`config.mk`:
```
export PLATFORM = sky130hd
export DESIGN_NAME = serial_pattern_feeder_flat
export DESIGN_NICKNAME = d
export VERILOG_FILES = /design/src/rtl/serial_pattern_feeder_if.sv /design/src/rtl/serial_pattern_feeder.sv /design/src/flat_wrapper.sv
export SDC_FILE = /design/constraint.sdc
export NUM_CORES = 1
export LEC_CHECK = 0
export CAP_MARGIN = 20
export CORE_ASPECT_RATIO = 1.1
export CORE_UTILIZATION = 35
export DETAILED_ROUTE_END_ITERATION = 12
export DONT_BUFFER_PORTS = 1
export GPL_TIMING_DRIVEN = 0
export HOLD_SLACK_MARGIN = 0.05
export PLACE_DENSITY = 0.48
export SETUP_SLACK_MARGIN = 0.05
export SLEW_MARGIN = 30
export SYNTH_ARGS = -nofsm -noshare
export SYNTH_HDL_FRONTEND = slang
export SYNTH_SLANG_ARGS = --single-unit
export TNS_END_PERCENT = 30
```
`constraint.sdc`:
```
create_clock -name clock -period 3.8 [get_ports clock]
set_input_delay 0.76 -clock clock [delete_from_list [all_inputs] [get_ports clock]]
set_output_delay 0.76 -clock clock [all_outputs]
set_load 0.02 [all_outputs]
```
`src/rtl/serial_pattern_feeder_if.sv`:
```
// Control and serial-stream bundle between a pattern source (master) and the
// serial pattern feeder (slave).
interface serial_pattern_feeder_if #(
    parameter int WIDTH = 8,
    parameter int LEN_W = 4
);
    logic [WIDTH-1:0] pattern;
    logic [LEN_W-1:0] len;
    logic             start;
    logic             step;
    logic             loop;
    logic             abort;
    logic             w_out;
    logic             w_valid;
    logic             busy;
    logic             done;
    logic [LEN_W-1:0] bits_left;

    modport master (
        output pattern, len, start, step, loop, abort,
        input  w_out, w_valid, busy, done, bits_left
    );

    modport slave (
        input  pattern, len, start, step, loop, abort,
        output w_out, w_valid, busy, done, bits_left
    );
endinterface

```
`src/rtl/serial_pattern_feeder.sv`:
```
// Parallel-to-serial pattern player: captures a pattern and a length, then
// emits the pattern MSB-first, one bit per step, with optional looping.
module serial_pattern_feeder #(
    parameter int WIDTH = 8,
    parameter int LEN_W = 4
) (
    input  logic                     clock,
    input  logic                     resetn,
    serial_pattern_feeder_if.slave   bus
);

    typedef enum logic {
        IDLE  = 1'b0,
        SHIFT = 1'b1
    } state_t;

    localparam logic [LEN_W-1:0] WIDTH_L = LEN_W'(WIDTH);
    localparam logic [LEN_W-1:0] ONE_L   = LEN_W'(1);

    state_t           state_q, state_d;
    logic [WIDTH-1:0] shift_q, shift_d;
    logic [WIDTH-1:0] pattern_q, pattern_d;
    logic [LEN_W-1:0] len_q, len_d;
    logic [LEN_W-1:0] count_q, count_d;
    logic             done_q, done_d;
    logic [LEN_W-1:0] len_eff;

    // Lengths beyond the register width send the whole pattern.
    function automatic logic [LEN_W-1:0] clamp_len(input logic [LEN_W-1:0] l);
        if (l > WIDTH_L) begin
            return WIDTH_L;
        end
        return l;
    endfunction

    assign len_eff = clamp_len(bus.len);

    always_ff @(posedge clock) begin
        if (!resetn) begin
            state_q   <= IDLE;
            shift_q   <= '0;
            pattern_q <= '0;
            len_q     <= '0;
            count_q   <= '0;
            done_q    <= 1'b0;
        end else begin
            state_q   <= state_d;
            shift_q   <= shift_d;
            pattern_q <= pattern_d;
            len_q     <= len_d;
            count_q   <= count_d;
            done_q    <= done_d;
        end
    end

    always_comb begin
        state_d   = state_q;
        shift_d   = shift_q;
        pattern_d = pattern_q;
        len_d     = len_q;
        count_d   = count_q;
        done_d    = 1'b0;

        case (state_q)
            IDLE: begin
                if (bus.start) begin
                    if (len_eff == '0) begin
                        done_d = 1'b1;
                    end else begin
                        shift_d   = bus.pattern;
                        pattern_d = bus.pattern;
                        len_d     = len_eff;
                        count_d   = len_eff;
                        state_d   = SHIFT;
                    end
                end
            end

            SHIFT: begin
                // Abort wins over step and loop, and a cut-short pass never reports done.
                if (bus.abort) begin
                    state_d = IDLE;
                    shift_d = '0;
                    count_d = '0;
                end else if (bus.step) begin
                    if (count_q > ONE_L) begin
                        shift_d = {shift_q[WIDTH-2:0], 1'b0};
                        count_d = count_q - ONE_L;
                    end else begin
                        done_d = 1'b1;
                        if (bus.loop) begin
                            shift_d = pattern_q;
                            count_d = len_q;
                        end else begin
                            state_d = IDLE;
                            shift_d = '0;
                            count_d = '0;
                        end
                    end
                end
            end

            default: begin
                state_d = IDLE;
            end
        endcase
    end

    assign bus.w_out     = shift_q[WIDTH-1];
    assign bus.w_valid   = (state_q == SHIFT) && bus.step;
    assign bus.busy      = (state_q == SHIFT);
    assign bus.done      = done_q;
    assign bus.bits_left = count_q;

endmodule

```
`src/flat_wrapper.sv`:
```
// flat-port wrapper written by rule: the top's interface ports become plain ports
module serial_pattern_feeder_flat 
#(
    parameter int WIDTH = 8,
    parameter int LEN_W = 4
)
  (clock, resetn, bus_pattern, bus_len, bus_start, bus_step, bus_loop, bus_abort, bus_w_out, bus_w_valid, bus_busy, bus_done, bus_bits_left);
  serial_pattern_feeder_if #(.WIDTH(WIDTH), .LEN_W(LEN_W)) bus_i ();
  input  logic clock;
  input  logic resetn;
  input wire logic [$bits(bus_i.pattern)-1:0] bus_pattern;
  input wire logic [$bits(bus_i.len)-1:0] bus_len;
  input wire logic [$bits(bus_i.start)-1:0] bus_start;
  input wire logic [$bits(bus_i.step)-1:0] bus_step;
  input wire logic [$bits(bus_i.loop)-1:0] bus_loop;
  input wire logic [$bits(bus_i.abort)-1:0] bus_abort;
  output wire logic [$bits(bus_i.w_out)-1:0] bus_w_out;
  output wire logic [$bits(bus_i.w_valid)-1:0] bus_w_valid;
  output wire logic [$bits(bus_i.busy)-1:0] bus_busy;
  output wire logic [$bits(bus_i.done)-1:0] bus_done;
  output wire logic [$bits(bus_i.bits_left)-1:0] bus_bits_left;
  assign bus_i.pattern = bus_pattern;
  assign bus_i.len = bus_len;
  assign bus_i.start = bus_start;
  assign bus_i.step = bus_step;
  assign bus_i.loop = bus_loop;
  assign bus_i.abort = bus_abort;
  assign bus_w_out = bus_i.w_out;
  assign bus_w_valid = bus_i.w_valid;
  assign bus_busy = bus_i.busy;
  assign bus_done = bus_i.done;
  assign bus_bits_left = bus_i.bits_left;
  serial_pattern_feeder #(.WIDTH(WIDTH), .LEN_W(LEN_W)) u_core (.clock(clock), .resetn(resetn), .bus(bus_i));
endmodule
```
==> reports/results.md <==
- number of cells upsized or downsized after cts: 0
- total placed cells including tap cells: 222
- status: finished, final reports clean
- Setup WS post-layout: 1.53 ns
- effective utilization at floorplan: 37.0%
- via count of the first global-routing pass: 1,187
- Die X: 61.8 µm
- ant diodes: 0
- final routed wirelength across all metal layers: 3420 µm
- maximum buffer depth of the clock tree: 2
- combinational power share: 22.7%
- Synth area leader: sky130_fd_sc_hd__dfxtp_1
- destination of the critical timing path: bus_w_valid
- Ys Warns: 0
- worst setup timing slack at the placement stage: 1.82 ns
- cell family with most CP delay: flip-flops
- share of flip-flops with an asynchronous set or reset: 0%
- dominant combinational cell family by area after synthesis: compound AO/OA/AOI/OAI gates
- HP Class: reg2reg
- height of the die: 67.7 µm
- RR Startpoint: u_core.bus.bits_left[0]
- fraction of synthesized cell area in xor and xnor cells: 1.27%
- proportion of power drawn by flip-flops and latches: 51.8%
- Yosys cell types: 34
- clock period minus worst slack: 2.27 ns
- estimated wirelength of the detail-placed design: 2660 µm
- proportion of layout cells with a drive suffix above 1: 9.14%
- TritonCTS buffer count: 3
- source-to-sink clock delay at the later pin of the worst-skew pair: 0.27 ns
- final cell count without fillers: 225
- critical setup path kind: reg2out
- synth-to-layout area growth: 7.55%
- Core Region: 3710 µm²
- type of element launching the critical path: flop
- Syn Area/Cell: 7.99 µm²
- crit-path cells: clkbuf_1 -> and2_1
- clock-pin slew reported for the worst setup and hold paths after clock tree synthesis: 0.09 ns
- IR Drop Worst-Case VDD: 0.192 mV
- top cell types by occurrence after synthesis: 26 x sky130_fd_sc_hd__dfxtp_1, 23 x sky130_fd_sc_hd__nand2_1, 20 x sky130_fd_sc_hd__a21oi_1
- count of fill cells added during filler insertion: 384
- number of enable-type register cells in the synthesized netlist: 0
- CTS tree: built
- Setup TNS Final: 0 ns
- Worst EP arrival: 1.51 ns
- via count normalized by instance count: 5.29
- critical path required time: 3.04 ns
- Clock Root Buffer: sky130_fd_sc_hd__clkbuf_8
- power density normalized to cell area: 419 nW/µm²
- R2R Setup Slk: 1.92 ns
- part of the Yosys area used for sequential elements: 37.9%
- path depth of the worst reg2reg path: 7
- number of synthesized register bits: 26
- Die Area: 4180 µm²
- DRC marker count from the first detailed-route iteration: 55
- Worst path max stage delay: 0.58 ns
- Final setup viols: 0
- highest attainable clock frequency: 0.440 GHz
- buffer count from post-CTS setup fixing: 0
- final-report max-slew violation count: 0
- number of buffers and inverters on the critical path: 1
- setup repair after global routing missed its margin: no
- DRC Markers: 0
- switching share of power: 32.0%
- worst slew pin tran: 0.541 ns
- number of nets in the final layout: 197
- switching power of the nets: 198 µW
- total of buffers placed on input and output ports: 0
- most frequently used flop master after synthesis: sky130_fd_sc_hd__dfxtp_1
- final antenna-violating net count: 0
- design internal power: 421 µW
- leakage power of the design: 0.000525 µW
- IO Pins: 26
- share of the synthesized area in compound gates (AO/OA/AOI/OAI): 27.3%
- initial antenna violation count: 0
- area share of the largest cell type after synthesis: 37.9%
- Worst path slowest cell: sky130_fd_sc_hd__dfxtp_1
- routability-driven placement congestion ratio: 0.805
- Final Hold Vio Count: 0
- largest net degree at the start of global routing: 14
- post-synth design cell area: 1380 µm²
- max-slew headroom at the worst pin: 63.8%
- number of gates on the worst path with buffers counted: 2
- power share of the clock group: 25.4%
- final worst clock skew: 0.00700 ns
- global-route total usage across every layer: 18.6%
- GR Overflow Total: 0
- drt wl/cell: 15.2 µm
- mux contribution to synthesized area: 0%
- overall via count from detail_route: 1,190
- post-route design area: 1480 µm²
- row count: 23
- gate count after technology mapping: 172
- count of max-cap constraint violations: 0
- first drt pass iteration count: 4
- highest net fanout along the worst path: 10
- Tcrit/Tclk final: 59.8%
- Worst setup EP type: output port
- Area contributors post-synth: sky130_fd_sc_hd__dfxtp_1 38%, sky130_fd_sc_hd__a21oi_1 7.3%, sky130_fd_sc_hd__nand2_1 6.3%, sky130_fd_sc_hd__o221a_1 5.7%, sky130_fd_sc_hd__o21ai_0 4.7%
- Setup crit start: u_core.bus.busy
- hold-fix buffers at CTS: 0
- total clock sinks: 26
- most used standard cell by instance count after synthesis: sky130_fd_sc_hd__dfxtp_1
- wire length of the first global-routing pass: 5670 µm
- adder-cell area share of the yosys netlist: 1.82%
- endpoint of the most critical register-to-register path: u_core.shift_q[7]
- H-Tree Depth: 1
- post-placement cell area: 1440 µm²
- net count after synthesis: 192
- simple-gate area share of the yosys netlist: 23.6%
-- final cells by class --
type / instances / area [µm²] / share of cell area [%]
Clock buffer: 3 / 41.3 / 2.79
Buffer: 11 / 75.1 / 5.08
Sequential cell: 26 / 520 / 35.2
Inverter: 10 / 37.5 / 2.54
Tap cell: 50 / 62.6 / 4.23
Multi-Input combinational cell: 125 / 742 / 50.2
-- layout by cell type, fill, tap and decap left out, types with 3 or more instances in the layout --
cell / n
sky130_fd_sc_hd__o21ai_0: 13
sky130_fd_sc_hd__clkbuf_8: 3
sky130_fd_sc_hd__inv_1: 10
sky130_fd_sc_hd__buf_6: 4
sky130_fd_sc_hd__o221a_1: 7
sky130_fd_sc_hd__nand4_1: 8
sky130_fd_sc_hd__a31oi_1: 5
sky130_fd_sc_hd__dfxtp_1: 26
sky130_fd_sc_hd__buf_2: 3
sky130_fd_sc_hd__o21ai_1: 10
sky130_fd_sc_hd__nor2_1: 9
sky130_fd_sc_hd__nor3_1: 3
sky130_fd_sc_hd__nand2_1: 23
sky130_fd_sc_hd__a21oi_1: 20
sky130_fd_sc_hd__clkbuf_1: 4
-- metal layers --
layer | global-route usage (%) | part of all wire [%] | vias up | routed length (µm)
li1 | - | - | 624 | -
met1 | 27.7 | 52 | 529 | 1770
met2 | 26.9 | 41 | 35 | 1410
met3 | 4.21 | 6.3 | 2 | 216
met4 | 4.17 | 0.61 | 0 | 21
met5 | 0 | 0 | - | 0
-- worst min path at each step --
stage                        start  depth (start not counted)                   to  slack [ns]
2_1_floorplan  u_core.pattern_q[0]                          2  u_core.pattern_q[0]        0.44
3_3_place_gp   u_core.pattern_q[5]                          2  u_core.pattern_q[5]        0.46
3_5_place_dp   u_core.pattern_q[7]                          2  u_core.pattern_q[7]        0.46
4_1_cts        u_core.pattern_q[7]                          2  u_core.pattern_q[7]        0.47
5_1_grt        u_core.pattern_q[3]                          2  u_core.pattern_q[3]        0.49
6_report       u_core.pattern_q[7]                          2  u_core.pattern_q[7]        0.47
-- flip-flops by register name (all words and copies together) (netlist names) --
| register | count |
|---|---|
| u_core.bus.done | 1 |
| u_core.pattern_q | 8 |
| u_core.bus.busy | 1 |
| u_core.bus.bits_left | 4 |
| u_core.len_q | 4 |
| u_core.shift_q | 8 |
-- worst reg2reg max path, delay by kind of cell (launching register included) --
family | cells | cell delay (ns)
DFF | 1 | 0.54
and+or+nand+nor | 2 | 0.39
AOI/OAI and AO/OA | 2 | 0.31
buffers and inverters | 2 | 0.29
adders and majority gates | 1 | 0.25
-- metrics by stage --
| stage | util (%) | hold WS (ns) | power (µW) |
|---|---|---|---|
| 2_1_floorplan | - | 0.437 | 435 |
| 3_3_place_gp | 38.7 | 0.457 | 467 |
| 3_5_place_dp | 38.7 | 0.459 | 467 |
| 4_1_cts | 39.8 | 0.474 | 625 |
| 5_1_grt | 39.8 | 0.493 | 653 |
| 6_report | 39.8 | 0.471 | 619 |
-- logic make-up (layout without fill, tap and decap cells) --
family / Yosys count / after routing
compound gates: 61 / 61
xor+xnor: 2 / 2
fa+ha+maj: 2 / 2
buf+inv: 21 / 24
flops: 26 / 26
simple gates: 60 / 60
-- power by group through the flow --
stage                     Sequential (µW)  Clock [µW]  Combinational (µW)
final                                 321         158                 141
after global routing                  325         170                 158
after CTS                             321         163                 141
after detailed placement              327           0                 140
after global placement                327           0                 140
after floorplan                       322           0                 113
Note: power is estimated with default switching activity, not from simulation.
